File: src/rtl/fetch_pkg.sv
// rtl/fetch_pkg.sv - shared constants and types for the dual-issue fetch stage
package fetch_pkg;

  localparam logic [31:0] NOP_E = 32'h4020_0000;
  localparam logic [31:0] NOP_O = 32'h0020_0000;

  typedef struct packed {
    logic [31:0] instr1;
    logic [31:0] instr2;
    logic [31:0] pc;
  } fetch_pair_t;

  typedef enum logic {
    RUN  = 1'b0,
    HALT = 1'b1
  } fetch_state_t;

endpackage

File: src/rtl/fetch_pair_fifo.sv
// rtl/fetch_pair_fifo.sv - pair buffer with wrap-bit pointers and synchronous flush
module fetch_pair_fifo
  import fetch_pkg::*;
#(
  parameter int DEPTH = 4
) (
  input  logic                     clk,
  input  logic                     rst,
  input  logic                     i_push,
  input  logic                     i_pop,
  input  logic                     i_flush,
  input  fetch_pair_t              i_data,
  output fetch_pair_t              o_head,
  output logic [$clog2(DEPTH):0]   o_count,
  output logic                     o_empty,
  output logic                     o_full
);
  localparam int AW = $clog2(DEPTH);
  localparam logic [AW:0] ONE = 1;

  fetch_pair_t r_mem [DEPTH];
  logic [AW:0] r_wptr;
  logic [AW:0] r_rptr;
  logic        w_wr;
  logic        w_rd;

  assign o_count = r_wptr - r_rptr;
  assign o_empty = (r_wptr == r_rptr);
  assign o_full  = (r_wptr[AW] != r_rptr[AW]) && (r_wptr[AW-1:0] == r_rptr[AW-1:0]);
  assign o_head  = r_mem[r_rptr[AW-1:0]];
  assign w_wr    = i_push & ~o_full & ~i_flush;
  assign w_rd    = i_pop & ~o_empty & ~i_flush;

  always_ff @(posedge clk or posedge rst) begin
    if (rst) begin
      r_wptr <= '0;
      r_rptr <= '0;
    end else if (i_flush) begin
      r_wptr <= '0;
      r_rptr <= '0;
    end else begin
      if (w_wr) r_wptr <= r_wptr + ONE;
      if (w_rd) r_rptr <= r_rptr + ONE;
    end
  end

  always_ff @(posedge clk) begin
    if (w_wr) r_mem[r_wptr[AW-1:0]] <= i_data;
  end

endmodule

File: src/rtl/fetch_stage.sv
// rtl/fetch_stage.sv - dual-issue fetch: credit-limited pair prefetch, hold on Wait/Stall, redirect on Flush
module fetch_stage
  import fetch_pkg::*;
#(
  parameter int          DEPTH    = 4,
  parameter int          MEM_LAT  = 2,
  parameter logic [31:0] RESET_PC = 32'h0000_0000
) (
  input  logic        clk,
  input  logic        reset,
  input  logic        Flush,
  input  logic [0:31] BranchTarget,
  input  logic        Stall,
  input  logic        Wait,
  input  logic        done,
  output logic        InstrReq,
  output logic [0:31] InstrAddr,
  input  logic [0:63] InstrData,
  output logic [0:31] Instruction1,
  output logic [0:31] Instruction2,
  output logic [0:31] PCIn
);
  localparam int CW = $clog2(DEPTH) + 1;

  fetch_state_t             r_state;
  fetch_state_t             w_state_nxt;
  logic [31:0]              r_fetch_pc;
  logic [31:0]              r_exp_pc;
  logic [31:0]              r_addr;
  logic                     r_req;
  logic                     r_skip;
  logic [MEM_LAT-1:0]       r_vld;
  logic [MEM_LAT-1:0][31:0] r_tag;

  logic                     w_clear;
  logic                     w_pop;
  logic                     w_push;
  logic                     w_req_nxt;
  logic                     w_empty;
  logic                     w_full;
  logic [CW-1:0]            w_count;
  logic [7:0]               w_inflight;
  logic [7:0]               w_used;
  logic [31:0]              w_target;
  logic                     w_unused_bt;
  fetch_pair_t              w_in;
  fetch_pair_t              w_head;

  assign w_target    = {BranchTarget[0:28], 3'b000};
  assign w_unused_bt = &{1'b0, BranchTarget[30:31]};
  assign w_clear     = Flush | done;
  assign w_pop       = ~w_empty & ~Stall & ~Wait & ~w_clear;
  assign w_push      = r_vld[MEM_LAT-1] & ~w_clear & ~w_full;
  assign w_in        = '{instr1: InstrData[0:31], instr2: InstrData[32:63], pc: r_tag[MEM_LAT-1]};

  // The request being presented plus every pending response holds a buffer slot.
  always_comb begin
    w_inflight = {7'd0, r_req};
    for (int i = 0; i < MEM_LAT; i++) w_inflight = w_inflight + {7'd0, r_vld[i]};
  end

  assign w_used    = 8'(w_count) - {7'd0, w_pop} + w_inflight;
  assign w_req_nxt = (r_state == RUN) & ~w_clear & (w_used < 8'(DEPTH));

  always_comb begin
    w_state_nxt = r_state;
    if (done)       w_state_nxt = HALT;
    else if (Flush) w_state_nxt = RUN;
  end

  always_ff @(posedge clk or posedge reset) begin
    if (reset) begin
      r_state    <= RUN;
      r_fetch_pc <= RESET_PC;
      r_exp_pc   <= RESET_PC;
      r_addr     <= RESET_PC;
      r_req      <= 1'b0;
      r_skip     <= 1'b0;
      r_vld      <= '0;
      r_tag      <= '0;
    end else begin
      r_state <= w_state_nxt;
      r_req   <= w_req_nxt;
      for (int i = MEM_LAT - 1; i > 0; i--) begin
        r_vld[i] <= r_vld[i-1] & ~w_clear;
        r_tag[i] <= r_tag[i-1];
      end
      r_vld[0] <= r_req & ~w_clear;
      r_tag[0] <= r_addr;
      if (done) begin
        r_skip <= 1'b0;
      end else if (Flush) begin
        r_fetch_pc <= w_target;
        r_exp_pc   <= w_target;
        r_skip     <= BranchTarget[29];
      end else begin
        if (w_req_nxt) begin
          r_addr     <= r_fetch_pc;
          r_fetch_pc <= r_fetch_pc + 32'd8;
        end
        if (w_pop) begin
          r_exp_pc <= r_exp_pc + 32'd8;
          r_skip   <= 1'b0;
        end
      end
    end
  end

  fetch_pair_fifo #(.DEPTH(DEPTH)) u_fifo (
    .clk     (clk),
    .rst     (reset),
    .i_push  (w_push),
    .i_pop   (w_pop),
    .i_flush (w_clear),
    .i_data  (w_in),
    .o_head  (w_head),
    .o_count (w_count),
    .o_empty (w_empty),
    .o_full  (w_full)
  );

  always_comb begin
    Instruction1 = NOP_E;
    Instruction2 = NOP_O;
    PCIn         = r_exp_pc;
    if (!w_empty) begin
      Instruction1 = r_skip ? NOP_E : w_head.instr1;
      Instruction2 = w_head.instr2;
      PCIn         = w_head.pc;
    end
  end

  assign InstrReq  = r_req;
  assign InstrAddr = r_addr;

endmodule

File: config.mk
export PLATFORM = sky130hd
export DESIGN_NAME = fetch_stage
export DESIGN_NICKNAME = d
export VERILOG_FILES = /design/src/rtl/fetch_pkg.sv /design/src/rtl/fetch_pair_fifo.sv /design/src/rtl/fetch_stage.sv
export SDC_FILE = /design/constraint.sdc
export NUM_CORES = 1
export LEC_CHECK = 0
export CAP_MARGIN = 20
export CORE_MARGIN = 2
export CORE_UTILIZATION = 47
export DETAILED_ROUTE_END_ITERATION = 16
export PLACE_DENSITY = 0.68
export SLEW_MARGIN = 15
export SYNTH_ARGS = -nofsm -noshare
export SYNTH_HDL_FRONTEND = slang
export SYNTH_SLANG_ARGS = --single-unit
File: constraint.sdc
create_clock -name clk -period 8.05 [get_ports clk]
set_input_delay 2.0125 -clock clk [delete_from_list [all_inputs] [get_ports clk]]
set_output_delay 2.0125 -clock clk [all_outputs]
set_load 0.1 [all_outputs]
* Word-level counts from Yosys, hierarchy flattened *
Memory sizes are Yosys's and may differ from the RTL's.
Cells that the tools add are included.

storage, ports and cells
  memories kept = 1
  input port bits = 102
  register bits = 171
  output and inout port bits = 129
  memory bits (writable) = 384

operators by class
  order comparisons = 1
  bitwise logic cells = 22
  eq/ne operators = 3
  reductions and logical operators = 10
  muxes and demuxes = 19
  add/sub/neg operators = 9

memory list
  name          depth  width  rd ports  clocked after memory_dff  wr ports  line                   text
  u_fifo.r_mem  4      96     1         0                         1         fetch_pair_fifo.sv:21  fetch_pair_t r_mem [DEPTH];

operator list
  cell                                                 count
  two-way mux 32 bit                                   8
  adder 32 x 4 -> 32 bit (second input constant)       2
  bitwise AND 1 bit                                    13
  two-way mux 3 bit                                    4
  nonzero test 2 bit                                   5
  < comparator 8 x 3 -> 1 bit (second input constant)  1
  inverter 1 bit                                       8
  two-way mux 1 bit                                    7
  adder 3 x 1 -> 3 bit (second input constant)         2
  adder 4 x 4 -> 5 bit                                 1
  AND reduction 2 bit                                  2
  subtractor 3 x 1 -> 4 bit                            1
  adder 2 x 1 -> 3 bit                                 1
  == test 3 bit                                        1
  AND reduction 3 bit                                  1
  nonzero test 3 bit                                   1
  subtractor 3 bit                                     1
  adder 1 x 1 -> 2 bit                                 1
  == test 2 bit                                        1
  logical AND 1 bit                                    1
  inequality test 1 bit                                1
  bitwise OR 1 bit                                     1

* Depth between registers and ports, before layout *
Gate-level depths: netlist (run 1).

  depth in word-level cells = 11
  depth in mapped cells = 20
  depth with buffers taken out = 15

* Hierarchy *
Synthesis (run 1) repeated with hierarchy kept, for this count alone.

second synthesis, totals
  cells, all modules = 1306
  area total of the unflattened synthesis = 21967.3 um^2

by module, submodules not included
  module           sequential area each (um^2)  cells each  times used  area each (um^2)
  fetch_pair_fifo  11681.2                      567         1           14387.5
  fetch_stage      3753.6                       739         1           7579.8

* Worst setup path after synthesis (run 1) *
No wires, ideal clock.

  path type = reg2out
  from = register u_fifo.r_rptr[1]
  to = output Instruction1[0] (netlist name)
  slack = 2.493 ns
  data required time = 6.037 ns
  data arrival time = 3.544 ns
  cell stages (with the launch flop) = 10
  cell sequence = dfrtp_1 -> clkbuf_1 -> clkbuf_1 -> inv_1 -> ha_1 -> nand2_1 -> nor2_1 -> or2_2 -> clkbuf_1 -> nor2b_1

between the ends
  cells in the longest elaborated chain, start to end = 3

RTL lines
  element                 line                   text
  from (decl)             fetch_pair_fifo.sv:23  logic [AW:0] r_rptr;
  from (signal assigned)  fetch_pair_fifo.sv:43  if (w_rd) r_rptr <= r_rptr + ONE;
  memory (4 x 96 bit)     n/a
  two-way mux 32 bit      fetch_stage.sv:127     Instruction1 = r_skip ? NOP_E : w_head.instr1;
  two-way mux 32 bit (*)  fetch_stage.sv:126     if (!w_empty) begin
  to (decl)               fetch_stage.sv:19      output logic [0:31] Instruction1,

Every way passes the cells marked *; elsewhere a longest branch is shown, timed or not.

* Worst setup path after layout (run 1) *
  from = register u_fifo.r_rptr[1]
  to = output PCIn[1] (netlist name)

between the ends
  cells in the longest elaborated chain, start to end = 2

RTL lines
  element                                                      line                text
  memory (4 x 96 bit) / == test 3 bit (equally long branches)  n/a
  two-way mux 32 bit (*)                                       fetch_stage.sv:126
  to (decl)                                                    fetch_stage.sv:21   output logic [0:31] PCIn

Marks and branches as above.

==> results of run 1 <==
worst max-delay path, stage by stage, from the launching register on:
cell             delay (ns)
dfrtp_4                0.88
inv_1                  0.22
ha_1                   0.33
nand2_1                0.15
nor2_4                 0.12
buf_4                  0.78
mux2_2                 0.31
clkdlybuf4s50_1        1.20
cell usage in the layout, fill, tap and decap left out, drive strengths merged, types with 26 or more instances in the layout:
cell type	instances
buf	26
o21ai	26
nor2b	62
inv	30
clkdlybuf4s50	221
edfxtp	372
dfrtp	156
clkbuf	63
nand2	43
mux2	59
nor2	36
a21oi	44
nand3	28
mux4	93
registers in the layout, summed over array words and instances (netlist names):
name           flops
InstrAddr         29
InstrReq           1
r_exp_pc          29
r_fetch_pc        29
r_skip             1
r_state            1
r_tag             58
r_vld              2
u_fifo.r_mem     372
u_fifo.r_rptr      3
u_fifo.r_wptr      3
worst paths after layout:
path / slack, ns / start / cells past startpoint / end
min reg2reg: 0.34 / r_tag[23] / 0 / r_tag[55]
min: 0.34 / r_tag[23] / 0 / r_tag[55]
max: 1.41 / u_fifo.r_rptr[1] / 7 / PCIn[1]
max in group asynchronous: 4.71 / reset / 3 / InstrAddr[4]
min in group asynchronous: 2.00 / reset / 2 / r_tag[10]
max reg2reg: 2.56 / u_fifo.r_rptr[1] / 18 / InstrAddr[26]
report_power, final:
group	internal [mW]	total (mW)	switching (mW)
Sequential	3.19	3.40	0.203
Clock	1.46	2.48	1.02
Combinational	0.298	1.11	0.816
Total	4.95	6.99	2.04
routing by layer:
layer | track usage (%) | up-vias | part of all wire (%)
met3 | 3.704 | 80 | 6.9
met1 | 28.54 | 6303 | 43
met5 | 0 | - | 0
met2 | 33.68 | 476 | 48
met4 | 5.731 | 0 | 2.2
li1 | - | 5402 | -
cells by family (layout without fill, tap and decap cells):
| group | after synthesis | count (layout) | share of synthesized area, % |
|---|---|---|---|
| adder cells (fa/ha/maj) | 14 | 14 | 0.8901 |
| AND/OR/NAND/NOR | 250 | 250 | 6.295 |
| AO/OA/AOI/OAI | 194 | 194 | 6.441 |
| buffers and inverters | 109 | 376 | 2.307 |
| multiplexers | 157 | 157 | 13.15 |
| flip-flops | 528 | 528 | 70.55 |
| XOR/XNOR | 7 | 7 | 0.3513 |
| other | 1 | 7 | 0.01755 |
area by class of cell:
cell class	count	area, um2	share of cell area, %
inverter	30	117.6	0.4530
clock buffer	63	1395	5.373
clock inverter	36	369.1	1.422
timing repair buffer	247	2407	9.272
antenna	1	2.502	0.009638
sequential	528	15080	58.09
tap	600	750.7	2.891
multi-input combinational	628	5839	22.49
==> impl_metrics.json, run 1 <==
{
  "tritoncts": "done",
  "worst_slack_ns": 1.411,
  "io_buffers": 222,
  "yosysSeqAreaShare_pct": 70.55,
  "grt_pass1_wl_um": 73830,
  "row_count": 78,
  "root_buffer": "clkbuf_16",
  "final_hold_viol_count": 0,
  "track_usage_pct": 20.57,
  "cts_sinks": 528,
  "path_max_fanout": 63,
  "place_congestion": 0.8477,
  "grt_max_degree": 101,
  "irDropWorstVdd_mv": 0.2301,
  "crit_arrival_ns": 4.63,
  "yosys.area.top_type_share_pct": 52.28,
  "end_kind": "output pin",
  "ioPinCount": 231,
  "setup_tns_ns": 0,
  "synth_common_cells": "edfxtp_1, dfrtp_1, mux4_2, nor2b_1, mux2_2",
  "synth_top_cell_by_area": "edfxtp_1",
  "post-route-util_pct": 57.58,
  "synth_enable_flop_cells": 372,
  "hpwl_um": 30160,
  "die_area_mm2": 0.04718,
  "path_clk_slew_ns": 0.07,
  "layout.nets": 1604,
  "leakagePower_nw": 8.847,
  "synthArstFlopShare_pct": 29.55,
  "h-tree-depth": 2,
  "post-cts-setup-buffers": 0,
  "die_h_um": 217.2,
  "clk_latency_ns": 0.59,
  "dpl_cell_area_mm2": 0.02420,
  "die_w_um": 217.2,
  "fin_skew_ns": 0.02255,
  "maxSlewHeadroom_pct": 27.69,
  "fillers": 3519,
  "fin_crit_ns": 6.639,
  "ys.warnings.count": 0,
  "power_mw": 6.992,
  "synthCells": 1260,
  "drive_gt1_share_pct": 18.08,
  "syn_area_mm2": 0.02137,
  "setup_violations": 0,
  "cp-start-kind": "register",
  "post_cts_resized": 0,
  "synth_seq_cells": 528,
  "antenna_found_initial": 0,
  "p_per_area_mw_per_mm2": 269.3,
  "hp-class": "register to register",
  "wl_per_cell_um": 22.60,
  "initial_core_util_pct": 47.39,
  "drt-initial-drc-count": 1077,
  "max_cap_viol_count": 0,
  "drc": 0,
  "grt_setup_unrepaired": "false",
  "grt_pass1_vias": 12360,
  "drv_slew": 0,
  "cts_buffers": 53,
  "synthTopCellsByArea": "edfxtp_1, dfrtp_1, mux4_2",
  "syn_area_per_cell_um2": 16.96,
  "pre_cts_slack_ns": 1.733,
  "synth_cell_type_count": 71,
  "outcome": "finished, final reports clean",
  "design_area_mm2": 0.02596,
  "final_antenna_net_count": 0,
  "max_freq_ghz": 0.1506,
  "yosysMostFrequentCell": "edfxtp_1",
  "core-area_mm2": 0.04509,
  "wl_um": 48200,
  "dp_cells": 2033,
  "worstMarginPinSlew_ns": 1.081,
  "hold_buffers": 0,
  "vias_per_cell": 5.748,
  "criticalPathCategory": "register to output pin",
  "crit_required_ns": 6.04,
  "finalCritPeriodShare_pct": 82.47,
  "hold_slack_ns": 0.3428,
  "cts_buffer_depth": 3,
  "final_cells": 2133,
  "dr.pass1.iters": 8,
  "overflow": 0,
  "synthFlopType": "edfxtp_1",
  "area_delta_synth_final_pct": 21.51,
  "vias": 12260
}
(Power assumes the default switching activity.)
==> inputs of run 2 (changes only) <==
Clock period 8.05 ns to 6.9 ns, I/O delays scaled along.
==> run 2 against run 1 <==
Via count about the same. First-iteration DRC count up 3.2%. Flip-flop and latch count unchanged. Register-to-register slack worse by 0.73 ns. Final cell count up 0.14%. Sequential power up 16%. Highest routed layer is now met5. Die area unchanged.
==> impl_metrics.json, run 2 (synthesis gave the netlist of run 1 again) <==
{
  "maxSlewHeadroom_pct": 25.61,
  "path_max_fanout": 30,
  "vias": 12250,
  "hpwl_um": 29800,
  "crit_chain": "inv_1, ha_1, nand2_1, nor2_4, or2_2, nor2b_1, clkdlybuf4s50_1",
  "crit_arrival_ns": 4.12,
  "max_freq_ghz": 0.1710,
  "setup_tns_ns": 0,
  "dpl_cell_area_mm2": 0.02423,
  "fin_skew_ns": 0.02472,
  "antenna_found_initial": 2,
  "combPwrFrac_pct": 16.1,
  "die_w_um": 217.2,
  "largest_register_ffs": 372,
  "finalCritPeriodShare_pct": 84.75,
  "initial_core_util_pct": 47.39,
  "cp-start-kind": "register",
  "p_seq_share_pct": 49.1,
  "core-area_mm2": 0.04509,
  "clk_latency_ns": 0.59,
  "wl_per_cell_um": 22.52,
  "design_area_mm2": 0.02598,
  "place_congestion": 0.8647,
  "post-cts-setup-buffers": 0,
  "io_buffers": 222,
  "vias_per_cell": 5.736,
  "grt_max_degree": 76,
  "drt-initial-drc-count": 1112,
  "setup_violations": 0,
  "mostFrequentLayoutCell": "edfxtp_1",
  "wl_um": 48100,
  "final_antenna_net_count": 0,
  "grt_setup_unrepaired": "false",
  "outcome": "finished, final reports clean",
  "mostFrequentLayoutCells": "edfxtp_1, clkdlybuf4s50_1, dfrtp_1, mux4_2, nor2b_1",
  "p_int_mw": 5.694,
  "end_kind": "output pin",
  "h-tree-depth": 2,
  "final_hold_viol_count": 0,
  "die_area_mm2": 0.04718,
  "cts_buffers": 54,
  "final_cells": 2136,
  "fin_crit_ns": 5.847,
  "irDropWorstVdd_mv": 0.3476,
  "ioPinCount": 231,
  "power_mw": 8.077,
  "power_switching_share_pct": 29.50,
  "critPathTopFamily": "buffers and inverters",
  "hold_buffers": 0,
  "grt_pass1_wl_um": 74550,
  "drive_gt1_share_pct": 18.24,
  "drv_slew": 0,
  "row_count": 78,
  "cts_sinks": 528,
  "tritoncts": "done",
  "max_cap_viol_count": 0,
  "drc": 0,
  "pwr-share-clk_pct": 34.9,
  "cp_slowest_cell": "clkdlybuf4s50_1",
  "grt_pass1_vias": 12780,
  "cts_buffer_depth": 3,
  "layout.nets": 1605,
  "post-route-util_pct": 57.62,
  "worstMarginPinSlew_ns": 1.112,
  "leakagePower_nw": 8.845,
  "dr.pass1.iters": 5,
  "dp_cells": 2033,
  "post_cts_resized": 0,
  "overflow": 0,
  "critPathMaxStageDelay_ns": 1.17,
  "area_delta_synth_final_pct": 21.58,
  "track_usage_pct": 20.78,
  "path_clk_slew_ns": 0.07,
  "p_per_area_mw_per_mm2": 310.9,
  "switchingPower_mw": 2.382,
  "die_h_um": 217.2,
  "criticalPathCategory": "register to output pin",
  "crit_required_ns": 5.18,
  "critPathBufInv": 2,
  "root_buffer": "clkbuf_16",
  "hp-class": "register to register"
}
-- run 2: changes by cell type in the layout (fill, tap and decap cells not counted), moves of 3 or more --
cell and delta:
buf_4 -3, bufinv_16 -5, clkinv_1 -3, clkbuf_16 +3
clkbuf_1 +3, buf_12 +3
-- run 2: final cells by class --
class | instances | area (um2)
clock buffer | 71 | 1509
antenna | 1 | 2.502
multi-input combinational | 628 | 5839
sequential | 528 | 15080
inverter | 30 | 117.6
clock inverter | 31 | 232.7
timing repair buffer | 247 | 2445
fill | 3503 | 19110
tap | 600 | 750.7
-- run 2: path summary, 6_finish.rpt --
check                                      start         endpoint  slack [ns]  cells past startpoint
worst max register to register  u_fifo.r_rptr[1]     InstrAddr[2]        1.83                     18
max in group asynchronous                  reset        r_tag[58]        4.18                      3
worst min-delay path                   r_tag[27]        r_tag[59]        0.34                      0
min in group asynchronous                  reset        r_tag[10]        1.57                      2
worst max-delay path            u_fifo.r_rptr[1]  Instruction1[7]        1.05                      7
worst min register to register         r_tag[27]        r_tag[59]        0.34                      0
-- run 2: power groups by stage --
| stage | Sequential (mW) | Clock [mW] | Combinational [mW] |
|---|---|---|---|
| final | 3.96 | 2.82 | 1.30 |
| after detailed placement | 4.03 | 0 | 1.30 |
| after global routing | 4.00 | 3.02 | 1.35 |
| after CTS | 3.97 | 2.89 | 1.30 |
| after floorplan | 4.41 | 0 | 0.495 |
| after global placement | 4.01 | 0 | 1.28 |
-- run 2: stage by stage --
step | hold WS, ns | worst slack, ns
global placement | 0.3313 | 0.9703
floorplan | 0.3312 | 0.9685
finish | 0.3444 | 1.053
global route | 0.3516 | 0.8108
detailed placement | 0.3347 | 0.8791
CTS | 0.3468 | 0.9347
-- run 2: per-layer routing --
layer | GRT usage, % | up-vias | routed length (um)
met5 | 0 | - | 13
met4 | 5.685 | 2 | 1075
met3 | 4.822 | 73 | 3521
met2 | 33.77 | 495 | 23220
met1 | 28.36 | 6263 | 20280
li1 | - | 5419 | -
